===== src/rtl/elevator_pkg.sv =====
// Shared types and helpers for the SCAN elevator controller.
// Optional EMERGENCY_STOP_EN build adds an estop input to the bus interface.
package elevator_pkg;

  typedef enum logic [1:0] {IDLE, MOVE, DOOR} state_t;

  localparam logic DIR_UP = 1'b1;
  localparam logic DIR_DN = 1'b0;

  // Counter width able to hold 0 .. cycles-1, never narrower than one bit
  function automatic int timerWidth(input int cycles);
    return (cycles > 1) ? $clog2(cycles) : 1;
  endfunction

endpackage


===== src/rtl/elevator_scan_controller_if.sv =====
// Call/indicator bus between the elevator controller and its environment.
// With EMERGENCY_STOP_EN defined the bus also carries the estop input.
interface elevator_scan_controller_if #(
  parameter int NUM_FLOORS = 4,
  parameter int FLOOR_W    = 2
);
  logic [NUM_FLOORS-1:0] request;
  logic [FLOOR_W-1:0]    floor;
  logic                  moving;
  logic                  dir_up;
  logic                  door_open;
  logic [NUM_FLOORS-1:0] pending;
`ifdef EMERGENCY_STOP_EN
  logic                  estop;

  modport master (output request, output estop,
                  input floor, input moving, input dir_up, input door_open, input pending);
  modport slave  (input request, input estop,
                  output floor, output moving, output dir_up, output door_open, output pending);
`else
  modport master (output request,
                  input floor, input moving, input dir_up, input door_open, input pending);
  modport slave  (input request,
                  output floor, output moving, output dir_up, output door_open, output pending);
`endif
endinterface


===== src/rtl/elevator_call_lookahead.sv =====
// Combinational summary of outstanding calls relative to a given floor.
module elevator_call_lookahead #(
  parameter int NUM_FLOORS = 4,
  parameter int FLOOR_W    = 2
) (
  input  logic [NUM_FLOORS-1:0] i_calls,
  input  logic [FLOOR_W-1:0]    i_floor,
  output logic                  o_callsAbove,
  output logic                  o_callsBelow,
  output logic                  o_callHere
);

  always_comb begin
    o_callsAbove = 1'b0;
    o_callsBelow = 1'b0;
    o_callHere   = 1'b0;
    for (int i = 0; i < NUM_FLOORS; i++) begin
      if (i > int'(i_floor))  o_callsAbove = o_callsAbove | i_calls[i];
      if (i < int'(i_floor))  o_callsBelow = o_callsBelow | i_calls[i];
      if (i == int'(i_floor)) o_callHere   = i_calls[i];
    end
  end

endmodule


===== src/rtl/elevator_scan_controller.sv =====
// N-floor SCAN elevator controller: latches calls, travels, dwells at stops.
// EMERGENCY_STOP_EN enables the estop behaviour (finish segment, hold door open).
module elevator_scan_controller
  import elevator_pkg::*;
#(
  parameter int NUM_FLOORS    = 4,
  parameter int FLOOR_W       = 2,
  parameter int TRAVEL_CYCLES = 4,
  parameter int DOOR_CYCLES   = 3
) (
  input logic                clk,
  input logic                reset_n,
  elevator_scan_controller_if.slave bus
);

  localparam int TRAVEL_W = timerWidth(TRAVEL_CYCLES);
  localparam int DOOR_W   = timerWidth(DOOR_CYCLES);
  localparam logic [TRAVEL_W-1:0] TRAVEL_LAST = TRAVEL_W'(TRAVEL_CYCLES - 1);
  localparam logic [DOOR_W-1:0]   DOOR_LAST   = DOOR_W'(DOOR_CYCLES - 1);
  localparam logic [FLOOR_W-1:0]  ONE_FLOOR   = FLOOR_W'(1);

  state_t                r_state, w_stateNxt;
  logic [FLOOR_W-1:0]    r_floor, w_floorNxt, w_arrivalFloor;
  logic                  r_dirUp, w_dirUpNxt, w_dirFlip;
  logic [NUM_FLOORS-1:0] r_pending, w_pendingNxt, w_calls, w_served, w_reqMask;
  logic [TRAVEL_W-1:0]   r_travelCnt, w_travelCntNxt;
  logic [DOOR_W-1:0]     r_doorCnt, w_doorCntNxt;
  logic                  r_estopSeen, w_estopSeenNxt;
  logic                  w_estop, w_doorRestart;
  logic                  w_hereAbove, w_hereBelow, w_hereCall, w_hereAhead, w_hereBehind;
  logic                  w_arrAbove, w_arrBelow, w_arrCall, w_arrAhead;

`ifdef EMERGENCY_STOP_EN
  assign w_estop = bus.estop;
`else
  assign w_estop = 1'b0;
`endif

  // A call for the floor whose door is open extends the dwell instead of being latched
  assign w_reqMask      = (r_state == DOOR) ? ~(NUM_FLOORS'(1) << r_floor) : '1;
  assign w_doorRestart  = (r_state == DOOR) && bus.request[r_floor] && !w_estop;
  assign w_calls        = w_estop ? '0 : (r_pending | (bus.request & w_reqMask));
  assign w_arrivalFloor = r_dirUp ? r_floor + ONE_FLOOR : r_floor - ONE_FLOOR;
  assign w_dirFlip      = (r_dirUp == DIR_UP) ? DIR_DN : DIR_UP;

  elevator_call_lookahead #(.NUM_FLOORS(NUM_FLOORS), .FLOOR_W(FLOOR_W)) uHere (
    .i_calls(w_calls), .i_floor(r_floor),
    .o_callsAbove(w_hereAbove), .o_callsBelow(w_hereBelow), .o_callHere(w_hereCall)
  );

  elevator_call_lookahead #(.NUM_FLOORS(NUM_FLOORS), .FLOOR_W(FLOOR_W)) uArrive (
    .i_calls(w_calls), .i_floor(w_arrivalFloor),
    .o_callsAbove(w_arrAbove), .o_callsBelow(w_arrBelow), .o_callHere(w_arrCall)
  );

  assign w_hereAhead  = r_dirUp ? w_hereAbove : w_hereBelow;
  assign w_hereBehind = r_dirUp ? w_hereBelow : w_hereAbove;
  assign w_arrAhead   = r_dirUp ? w_arrAbove  : w_arrBelow;

  always_ff @(posedge clk or negedge reset_n) begin
    if (!reset_n) r_state <= IDLE;
    else          r_state <= w_stateNxt;
  end

  always_comb begin
    w_stateNxt     = r_state;
    w_floorNxt     = r_floor;
    w_dirUpNxt     = r_dirUp;
    w_travelCntNxt = r_travelCnt;
    w_doorCntNxt   = r_doorCnt;
    w_estopSeenNxt = r_estopSeen | w_estop;
    w_served       = '0;
    unique case (r_state)
      IDLE: begin
        if (w_estop) begin
          w_stateNxt   = DOOR;
          w_doorCntNxt = '0;
        end else if (w_hereCall) begin
          w_stateNxt   = DOOR;
          w_doorCntNxt = '0;
          w_served     = NUM_FLOORS'(1) << r_floor;
        end else if (w_hereAhead) begin
          w_stateNxt     = MOVE;
          w_travelCntNxt = '0;
        end else if (w_hereBehind) begin
          w_stateNxt     = MOVE;
          w_travelCntNxt = '0;
          w_dirUpNxt     = w_dirFlip;
        end
      end
      MOVE: begin
        if (r_travelCnt == TRAVEL_LAST) begin
          w_travelCntNxt = '0;
          w_floorNxt     = w_arrivalFloor;
          if (w_estop || w_arrCall) begin
            w_stateNxt   = DOOR;
            w_doorCntNxt = '0;
            w_served     = w_estop ? '0 : (NUM_FLOORS'(1) << w_arrivalFloor);
          end else if (!w_arrAhead) begin
            w_stateNxt = IDLE;
          end
        end else begin
          w_travelCntNxt = r_travelCnt + TRAVEL_W'(1);
        end
      end
      DOOR: begin
        if (w_estop || w_doorRestart) begin
          w_doorCntNxt = '0;
        end else if (r_doorCnt == DOOR_LAST) begin
          // After an emergency stop the car parks in IDLE before resuming service
          w_doorCntNxt   = '0;
          w_estopSeenNxt = 1'b0;
          w_stateNxt     = IDLE;
          if (!r_estopSeen && w_hereAhead) begin
            w_stateNxt     = MOVE;
            w_travelCntNxt = '0;
          end else if (!r_estopSeen && w_hereBehind) begin
            w_stateNxt     = MOVE;
            w_travelCntNxt = '0;
            w_dirUpNxt     = w_dirFlip;
          end
        end else begin
          w_doorCntNxt = r_doorCnt + DOOR_W'(1);
        end
      end
      default: w_stateNxt = IDLE;
    endcase
    w_pendingNxt = w_calls & ~w_served;
  end

  always_ff @(posedge clk or negedge reset_n) begin
    if (!reset_n) begin
      r_floor     <= '0;
      r_dirUp     <= DIR_UP;
      r_pending   <= '0;
      r_travelCnt <= '0;
      r_doorCnt   <= '0;
      r_estopSeen <= 1'b0;
    end else begin
      r_floor     <= w_floorNxt;
      r_dirUp     <= w_dirUpNxt;
      r_pending   <= w_pendingNxt;
      r_travelCnt <= w_travelCntNxt;
      r_doorCnt   <= w_doorCntNxt;
      r_estopSeen <= w_estopSeenNxt;
    end
  end

  always_comb begin
    bus.floor     = r_floor;
    bus.moving    = (r_state == MOVE);
    bus.dir_up    = r_dirUp;
    bus.door_open = (r_state == DOOR);
    bus.pending   = r_pending;
  end

endmodule

===== src/flat_wrapper.sv =====
// flat-port wrapper written by rule: the top's interface ports become plain ports
module elevator_scan_controller_flat import elevator_pkg::*;
#(
  parameter int NUM_FLOORS    = 4,
  parameter int FLOOR_W       = 2,
  parameter int TRAVEL_CYCLES = 4,
  parameter int DOOR_CYCLES   = 3
)
  (clk, reset_n, bus_request, bus_floor, bus_moving, bus_dir_up, bus_door_open, bus_pending);
  elevator_scan_controller_if #(.NUM_FLOORS(NUM_FLOORS), .FLOOR_W(FLOOR_W)) bus_i ();
  input logic clk;
  input logic reset_n;
  input wire logic [$bits(bus_i.request)-1:0] bus_request;
  output wire logic [$bits(bus_i.floor)-1:0] bus_floor;
  output wire logic [$bits(bus_i.moving)-1:0] bus_moving;
  output wire logic [$bits(bus_i.dir_up)-1:0] bus_dir_up;
  output wire logic [$bits(bus_i.door_open)-1:0] bus_door_open;
  output wire logic [$bits(bus_i.pending)-1:0] bus_pending;
  assign bus_i.request = bus_request;
  assign bus_floor = bus_i.floor;
  assign bus_moving = bus_i.moving;
  assign bus_dir_up = bus_i.dir_up;
  assign bus_door_open = bus_i.door_open;
  assign bus_pending = bus_i.pending;
  elevator_scan_controller #(.NUM_FLOORS(NUM_FLOORS), .FLOOR_W(FLOOR_W), .TRAVEL_CYCLES(TRAVEL_CYCLES), .DOOR_CYCLES(DOOR_CYCLES)) u_core (.clk(clk), .reset_n(reset_n), .bus(bus_i));
endmodule

===== config.mk =====
export PLATFORM = sky130hd
export DESIGN_NAME = elevator_scan_controller_flat
export DESIGN_NICKNAME = d
export VERILOG_FILES = /design/src/rtl/elevator_pkg.sv /design/src/rtl/elevator_scan_controller_if.sv /design/src/rtl/elevator_call_lookahead.sv /design/src/rtl/elevator_scan_controller.sv /design/src/flat_wrapper.sv
export SDC_FILE = /design/constraint.sdc
export NUM_CORES = 1
export LEC_CHECK = 0
export CAP_MARGIN = 20
export CORE_MARGIN = 1
export CORE_UTILIZATION = 46
export DETAILED_ROUTE_END_ITERATION = 10
export PLACE_DENSITY = 0.72
export SLEW_MARGIN = 0
export SYNTH_ARGS = -nofsm -noshare
export SYNTH_HDL_FRONTEND = slang
export SYNTH_SLANG_ARGS = --single-unit

===== constraint.sdc =====
create_clock -name clk -period 2.3 [get_ports clk]
set_input_delay 0.69 -clock clk [delete_from_list [all_inputs] [get_ports clk]]
set_output_delay 0.69 -clock clk [all_outputs]
set_load 0.005 [all_outputs]

* Word level (Yosys, flattened, before mapping)
Index checks and enable logic that the tools add are counted.
** Storage, ports and cells
- Register bits after elaboration :: 13
- Bits in latches :: 0
- RAM bits :: 0
- Memory bits (read-only) :: 0
- Bits of input ports :: 6
- Output and inout port bits :: 9
- Logic and storage cells :: 135
- Memories :: 0
** Operators by class
- Add/sub/neg operators :: 4
- Multipliers :: 0
- Divide/modulo/power cells :: 0
- $lt $le $gt $ge :: 13
- Equality and inequality tests :: 24
- Shifts and indexed selects :: 2
- Multiplexer cells :: 62
- Bitwise operators :: 13
- Reduce and logical (&&, ||, !) cells :: 11
** Operators by type and width (count)
- 2-bit 2-to-1 mux :: 21
- 1-bit 2-to-1 mux :: 31
- 2-bit case mux with 3 select lines :: 3
- 4-bit 2-to-1 mux :: 4
- 2-bit by 1-bit inequality test with 1-bit output (second input constant) :: 5
- 2-bit inequality test (second input constant) :: 5
- 4-bit AND :: 2
- 2-bit == test (first input constant) :: 4
- 2-bit > comparator (first input constant) :: 4
- 1-bit by 2-bit < comparator with 1-bit output (first input constant) :: 4
- 4-bit NOT :: 2
- 1-bit bitwise OR :: 8
- 4-bit case mux with 2 select lines :: 1
- 8-bit AND reduction :: 1
- 1-bit by 2-bit << shifter with 4-bit output (first input constant) :: 2
- 2-bit by 1-bit adder with 2-bit output (second input constant) :: 3
- 2-bit == test (second input constant) :: 3
- 2-bit zero test :: 3
- 3-bit by 1-bit inequality test with 1-bit output (second input constant) :: 2
- 6-bit AND reduction :: 1
- 5-bit AND reduction :: 1
- 1-bit by 2-bit == test with 1-bit output (first input constant) :: 2
- 1-bit by 2-bit > comparator with 1-bit output (first input constant) :: 2
- 2-bit < comparator (first input constant) :: 2
- 13 further kinds :: 13

* Logic depth before layout (Yosys ltp)
Gate-level depths: netlist of the first run.
- Word-level depth :: 16
- Depth in mapped cells :: 8
- Mapped depth without buffers :: 8

* By module
From an unflattened synthesis of the first run, not the netlist that was laid out.
** Unflattened totals
- Cell total of the unflattened synthesis :: 107
- Area, all modules :: 934.6 µm²
** By module, submodules not included
- elevator_scan_controller :: times used 1, cells each 89, area an instance 814.5 µm², sequential area each 326.6 µm²
- elevator_call_lookahead :: times used 2, cells each 9, area an instance 60.1 µm², sequential area each 0.0 µm²

* Least setup slack after synthesis of the first run
Ideal clock, no wire load.
- Path type :: register to register
- Start :: register u_core.r_floor[0] (netlist: u_core.bus.floor[0])
- End :: register u_core.r_state[0]
- Library setup time :: 0.126 ns
- Data arrival time :: 2.153 ns
- Required time :: 2.174 ns
- Path slack :: 0.020 ns
- Cell stages (with the launch flop) :: 9
- Path buffers :: 0
- Period minus slack after synthesis :: 2.280 ns
- Cells stage by stage :: dfrtp_1 inv_1 ha_1 or2b_2 a21oi_1 or4_4 a32oi_2 a21oi_2 a311o_1
** On the way
- Cells in the longest elaborated chain, start to end :: 16
- Elaborated cells between the ends (all ways) :: 75
- Classes of those cells :: add/sub: 2; order compare: 12; eq/ne: 9; shift: 1; mux: 36; bitwise: 11; reduce/logical: 4
** Ends and longest elaborated chain
- from (decl) :: line elevator_scan_controller.sv:23 : logic [FLOOR_W-1:0] r_floor, w_floorNxt, w_arrivalFloor;
- from (signal assigned) :: line elevator_scan_controller.sv:140 : r_floor <= w_floorNxt;
- 1-bit by 2-bit << shifter with 4-bit output :: line elevator_scan_controller.sv:40 : assign w_reqMask = (r_state == DOOR) ? ~(NUM_FLOORS'(1) << r_floor) : '1;
- 4-bit NOT :: line elevator_scan_controller.sv:40
- 4-bit 2-to-1 mux :: line elevator_scan_controller.sv:40
- 4-bit AND :: line elevator_scan_controller.sv:42 : assign w_calls = w_estop ? '0 : (r_pending | (bus.request & w_reqMask));
- 4-bit bitwise OR :: line elevator_scan_controller.sv:42
- 1-bit 2-to-1 mux (on tied branches) :: line elevator_call_lookahead.sv:18, elevator_call_lookahead.sv:19
- 1-bit bitwise OR (on tied branches) :: line elevator_call_lookahead.sv:18, elevator_call_lookahead.sv:19
- 1-bit 2-to-1 mux (on tied branches) :: line elevator_call_lookahead.sv:18, elevator_call_lookahead.sv:19
- 1-bit bitwise OR (on tied branches) :: line elevator_call_lookahead.sv:18, elevator_call_lookahead.sv:19
- 1-bit 2-to-1 mux (on tied branches) :: line elevator_call_lookahead.sv:18, elevator_call_lookahead.sv:19
- 1-bit 2-to-1 mux :: line elevator_scan_controller.sv:57 : assign w_hereBehind = r_dirUp ? w_hereBelow : w_hereAbove;
- 1-bit 2-to-1 mux :: line elevator_scan_controller.sv:117 : end else if (!r_estopSeen && w_hereBehind) begin
- 2-bit 2-to-1 mux :: line elevator_scan_controller.sv:114 : if (!r_estopSeen && w_hereAhead) begin
- 2-bit 2-to-1 mux :: line elevator_scan_controller.sv:109 : end else if (r_doorCnt == DOOR_LAST) begin
- 2-bit 2-to-1 mux :: line elevator_scan_controller.sv:107 : if (w_estop || w_doorRestart) begin
- 2-bit case mux with 3 select lines :: line elevator_scan_controller.sv:73 : unique case (r_state)
- to (signal assigned) :: line elevator_scan_controller.sv:62 : else r_state <= w_stateNxt;
- to (decl) :: line elevator_scan_controller.sv:22 : state_t r_state, w_stateNxt;
Several ways; a longest one is shown, not always the timed one. The select of a mux whose other input is x is not followed.
A chain may end at the register's enable or synchronous reset.

* Worst setup path in the final report of the first run
- Start :: register u_core.r_state[1]
- End :: output bus_moving
** On the way
- Cells in the longest elaborated chain, start to end :: 1
** Ends and longest elaborated chain
- 2-bit by 1-bit == test with 1-bit output :: line elevator_scan_controller.sv:151 : bus.moving = (r_state == MOVE);
- to (decl) :: line flat_wrapper.sv:15 : output wire logic [$bits(bus_i.moving)-1:0] bus_moving;
No other way between the ends.

==> results.md, run 1 <==
* Mux cell area share after synthesis at 5.01%
* Post-synthesis net count at 108
* Largest family of logic cells by synthesized area: compound AO/OA/AOI/OAI gates
* Non-filler cells, final at 152
* Setup repair after global routing missed its margin: no
* Fin crit period at 2.23 ns
* Flops & latches, synth at 13
* Worst slew pin tran at 0.606 ns
* RR Endpoint: u_core.r_state[0]
* Cell row count at 15
* Fraction of layout instances using a drive strength above 1 at 27.6%
* Layout Skew at 0.0121 ns
* Drt pass-1 iters at 4
* Setup violators final at 0
* Crit Path Max Fanout at 5
* Slew headroom at 59.5%
* Max clock buf depth at 2
* I/O Pins at 15
* First-pass GRT wire length at 3530 um
* Clk_lat worst skew at 0.28 ns
* XOR/XNOR share of the synthesized area at 1.95%
* DR WL/cell at 15.0 um
* Yosys cell types at 33
* Worst Setup SP: u_core.r_state[1]
* R2R setup slack at 0.08 ns
* Post-Synth Simple-Gate Area at 16.1%
* Initial antenna violation count at 0
* Crit Path Class: reg -> out
* Commonest non-fill, non-tap cell in the layout: buf_4
* P&R area growth vs syn at 35.0%
* CTS clk-pin slew, worst paths at 0.08 ns
* Slew Limit Fails at 0
* Fin crit share at 97.0%
* Post-DP Area at 1150 um2
* Final Hold Fails at 0
* Final Cell Area at 1210 um2
* Die Y-Extent at 46.2 um
* Gr ovfl total at 0
* Mapped Cells at 97
* Worst setup margin at 0.0696 ns
* WL final at 2280 um
* Clock sinks at 13
* Worst endpoint required time at 1.61 ns
* CP endpoint kind: primary output
* Main synth FF type: dfrtp_1
* Power Density at 1240 nW/um2
* Util after Layout at 68.1%
* Worst hold margin at 0.532 ns
* Initial drt markers at 51
* FFs w/ async S/R, synth at 100%
* Vias in the first global route at 762
* Placed cells at 146
* GPL Wtd Cong at 0.923
* Post-DP HPWL at 1700 um
* Antenna diodes at 0
* Outcome: finished, final reports clean
* Pleak at 0.000526 uW
* Post-route ant nets at 0
* Worst min path class: reg -> reg
* Mapped cell area at 900 um2
* Yosys warnings at 0
* Core Area at 1780 um2
* H-tree Lvls at 1
* Pre-CTS setup slack at -0.307 ns
* Residual DRC count at 0
* CTS tree: built
* Most frequent cells in the layout: buf_4, nor2_1, clkdlybuf4s50_1
* Sequential fraction of the synthesis area at 36.3%
* Inserted Clock Buffers at 3
* R2R depth at 8
* CTS root buffer: clkbuf_4
* Synth Area in Compound Gates at 29.9%
* CP arrival at 1.54 ns
* Port bufs at 14
* Worst Setup EP: bus_moving
* Mean Syn Cell Area at 9.27 um2
* Largest net degree at the start of global routing at 14
* # nets final at 139
* Post-Synth Adder-Cell Area at 6.95%
* Worst r2r src: u_core.bus.floor[0]
* Startpoint types: flop
* Max-cap violation count at 0
* Peak supply drop at 0.000657 V
* EDFF count, synth at 0
* GRT Overall Usage at 23.4%
* Die ar. at 2140 um2
* Achievable Freq at 448 MHz
* Vias post-DR at 880
* Via density at 5.79
* Die W at 46.2 um
* Initial Utilization at 50.5%
registers in the layout, summed over array words and instances, names as in the netlist:
signal and cells:
u_core.bus.dir_up 1, u_core.bus.floor 2, u_core.r_travelCnt 2, u_core.r_doorCnt 2, u_core.r_state 2, u_core.bus.pending 4
worst max-delay path, stage by stage (launching register included):
cell and delay (ns):
dfrtp_2 0.42, inv_1 0.08, nand2_1 0.13, inv_2 0.12
clkdlybuf4s50_1 0.51
worst min path at each step:
stage	start	slack (ns)	end	cells past startpoint
floorplan	reset_n	0.39	u_core.bus.floor[0]	0
global placement	u_core.r_doorCnt[1]	0.50	u_core.r_doorCnt[1]	1
detailed placement	u_core.r_doorCnt[1]	0.51	u_core.r_doorCnt[1]	1
CTS	u_core.r_doorCnt[1]	0.53	u_core.r_doorCnt[1]	1
global route	u_core.bus.dir_up	0.57	u_core.bus.dir_up	2
finish	u_core.r_doorCnt[1]	0.53	u_core.r_doorCnt[1]	1
metrics by stage:
step	TNS, ns	power, uW
global placement	-1.32	1270
global route	0	1620
floorplan	0	949
detailed placement	-1.66	1290
CTS	-0.0252	1450
finish	0	1510
logic make-up (layout without fill, tap and decap cells):
group | after synthesis | count (layout)
compound gates | 38 | 38
simple gates | 29 | 29
flops | 13 | 13
buf+inv | 8 | 38
fa+ha+maj | 5 | 5
xor+xnor | 2 | 2
mux | 2 | 2
routing by layer:
metal  routed length, um  GRT usage (%)  part of all wire [%]  up-vias
met5                   0              0                     0        -
met4                  25           7.06                   1.1        0
met3                 138           2.35                   6.0        4
met2                1070           34.6                    47       37
met1                1050           35.3                    46      415
li1                    -              -                     -      424
Yosys cell counts (all sizes together) (3+ instances only):
master	number	area, um2
nor2	13	48.8
dfrtp	12	300
a21oi	9	48.8
inv	7	26.3
nand2	7	26.3
o21ai	7	35.0
ha	5	62.6
a221oi	4	35.0
a21o	3	23.8
a31oi	3	18.8
power by group:
group | switching, uW | internal [uW] | leakage [uW]
Sequential | 82.9 | 317 | 0.000152
Combinational | 458 | 500 | 0.000359
Clock | 85.8 | 67.3 | 0.0000150
cell type report:
cell class              instances  area (um2)
inverters                       7        26.3
clock buffers                   4        26.3
multi-input cells              76         564
well taps                      25        31.3
fillers                       140         568
repair buffers                 27         239
flip-flops and latches         13         328
what timing repair did:
| action | in CTS | in global routing |
|---|---|---|
| setup endpoints to repair | 2 | 5 |
| pin swaps | 1 | 2 |
| buffers inserted | 0 | 2 |
| gates cloned | 0 | 0 |
| hold buffers | 0 | 0 |
| gates resized for setup | 4 | 8 |
No activity file was read; power rests on OpenSTA's default activity.
==> run 2, diff against run 1 <==
- PLACE_DENSITY: 0.72 -> 0.84
==> run 2 against run 1 <==
First-iteration DRC count is 57% lower. Count of clock-buffer cells in the layout unchanged. Final cell count fell by 1.3%. Non-clock buffer count decreased by 2. Sequential power increased by 6.0%. Combinational power hardly changed. Setup slack lost 0.014 ns. Cell area increased by 1.9%. Clock power decreased by 8%. Power up 0.69%. Largest power group unchanged. Routed wire length grew 2.9%.
==> results.md, run 2 (same netlist as run 1, synthesis figures left out) <==
* Outcome: finished, final reports clean (unchanged)
* Die Y-Extent at 46.2 um (unchanged)
* Most frequent CP cell: inv_1
* Max clock buf depth at 2 (unchanged)
* Initial antenna violation count at 0 (unchanged)
* Most frequent cells in the layout: nor2_1, clkdlybuf4s50_1, buf_4 (was buf_4, nor2_1, clkdlybuf4s50_1)
* GRT Overall Usage at 24.7% (was 23.4%)
* CTS tree: built (unchanged)
* Max reg flops at 4 (unchanged)
* Via density at 5.89 (was 5.79)
* Drt pass-1 iters at 4 (unchanged)
* P&R area growth vs syn at 37.6% (was 35.0%)
* Worst endpoint required time at 2.46 ns (was 1.61 ns)
* CP arrival at 2.40 ns (was 1.54 ns)
* Pleak at 0.000526 uW (about the same)
* GPL Wtd Cong at 0.928 (was 0.923)
* Worst path bufs/invs at 3 (unchanged)
* Post-DP HPWL at 1820 um (was 1700 um)
* Slew Limit Fails at 0 (unchanged)
* Port bufs at 14 (unchanged)
* Initial drt markers at 22 (was 51)
* Util after Layout at 69.4% (was 68.1%)
* Layout Skew at 0.00106 ns (was 0.0121 ns)
* Initial Utilization at 50.5% (unchanged)
* Crit-path max cell delay at 0.41 ns (was 0.51 ns)
* Max-cap violation count at 0 (unchanged)
* CP endpoint kind: flop (was primary output)
* Crit Path Max Fanout at 4 (was 5)
* Fin crit share at 97.6% (was 97.0%)
* First-pass GRT wire length at 3730 um (was 3530 um)
* Final Hold Fails at 0 (unchanged)
* Residual DRC count at 0 (unchanged)
* Pre-CTS setup slack at -0.282 ns (was -0.307 ns)
* Worst setup margin at 0.0559 ns (was 0.0696 ns)
* Vias post-DR at 884 (was 880)
* Fraction of layout instances using a drive strength above 1 at 28.8% (was 27.6%)
* Largest net degree at the start of global routing at 14 (unchanged)
* Commonest non-fill, non-tap cell in the layout: nor2_1 (was buf_4)
* Slew headroom at 57.6% (was 59.5%)
* Antenna diodes at 0 (unchanged)
* Core Area at 1780 um2 (unchanged)
* Post-route ant nets at 0 (unchanged)
* Worst slew pin tran at 0.633 ns (was 0.606 ns)
* CTS root buffer: clkbuf_4 (unchanged)
* CP cell instances: inv_1 > ha_2 > or2b_2 > o22ai_2 > buf_4 > inv_1 > a21oi_1 > a21oi_2 > a311o_1 (was inv_1 > nand2_1 > inv_2 > clkdlybuf4s50_1)
* # nets final at 137 (was 139)
* Clk_lat worst skew at 0.27 ns (was 0.28 ns)
* Worst min path class: reg -> reg (unchanged)
* DR WL/cell at 15.7 um (was 15.0 um)
* Cell row count at 15 (unchanged)
* Peak supply drop at 0.000761 V (was 0.000657 V)
* I/O Pins at 15 (unchanged)
* Vias in the first global route at 869 (was 762)
* Fin crit period at 2.24 ns (was 2.23 ns)
* Slowest stage cell, crit path: dfrtp_1 (was clkdlybuf4s50_1)
* Startpoint types: flop (unchanged)
* Gr ovfl total at 0 (unchanged)
* Die W at 46.2 um (unchanged)
* Setup violators final at 0 (unchanged)
* Power Density at 1230 nW/um2 (was 1240 nW/um2)
* H-tree Lvls at 1 (unchanged)
* Crit Path Class: reg -> reg (was reg -> out)
* Achievable Freq at 446 MHz (was 448 MHz)
* Top Family by Delay on Critical Path: compound AO/OA/AOI/OAI gates (was buffers and inverters)
* Inserted Clock Buffers at 3 (unchanged)
* WL final at 2350 um (was 2280 um)
* Worst hold margin at 0.536 ns (was 0.532 ns)
* Die ar. at 2140 um2 (unchanged)
* FILL cells at 140 (unchanged)
* Clock sinks at 13 (unchanged)
* CTS clk-pin slew, worst paths at 0.08 ns (about the same)
-- run 2: cell count changes in the layout (fill, tap and decap cells not counted), sizes merged --
cell / change
buf: -2
dlygate4sd2: -1
dlymetal6s2s: +1
-- run 2: area by class of cell --
class                           count  area (um2)  share of cell area [%]
Tap cell                           25        31.3                    2.53
Multi-Input combinational cell     76         597                    48.2
Inverter                            7        26.3                    2.12
Clock buffer                        4        26.3                    2.12
Timing Repair Buffer               25         228                    18.4
Sequential cell                    13         329                    26.6
-- run 2: metal layers --
metal  global-route usage [%]  up-vias  share of wire [%]
met5                        0        -                  0
met1                     31.4      437                 47
li1                         -      424                  -
met4                     7.06        0                1.3
met3                     6.67        6                4.2
met2                     40.8       17                 48
-- run 2: through the flow --
step                      cells  TNS, ns  total power, uW  area, um2
after floorplan              97        0              949        900
after global placement      145    -1.45             1230       1140
after detailed placement    145    -1.73             1270       1140
after CTS                   149        0             1430       1180
after global routing        150  -0.0356             1640       1240
final                       150        0             1520       1240
-- run 2: report_power, final --
group | total, uW | switching, uW | internal, uW
sequential | 424 | 105 | 319
combinational | 957 | 460 | 497
clock | 140 | 73.0 | 67.1
-- run 2: what timing repair did --
item	CTS	global route
hold buffers	0	0
setup endpoints to repair	2	10
buffers inserted	0	1
pin swaps	1	1
gates resized for setup	4	14
-- run 2: path summary, 6_finish.rpt --
path | cells past startpoint | slack [ns] | from | endpoint
setup / recovery | 9 | 0.06 | u_core.bus.floor[1] | u_core.r_state[0]
setup reg to reg | 9 | 0.06 | u_core.bus.floor[1] | u_core.r_state[0]
hold reg to reg | 1 | 0.54 | u_core.r_doorCnt[1] | u_core.r_doorCnt[1]
hold / removal | 1 | 0.54 | u_core.r_doorCnt[1] | u_core.r_doorCnt[1]
max in group asynchronous | 1 | 1.05 | reset_n | u_core.r_state[1]
min in group asynchronous | 1 | 0.81 | reset_n | u_core.bus.pending[1]
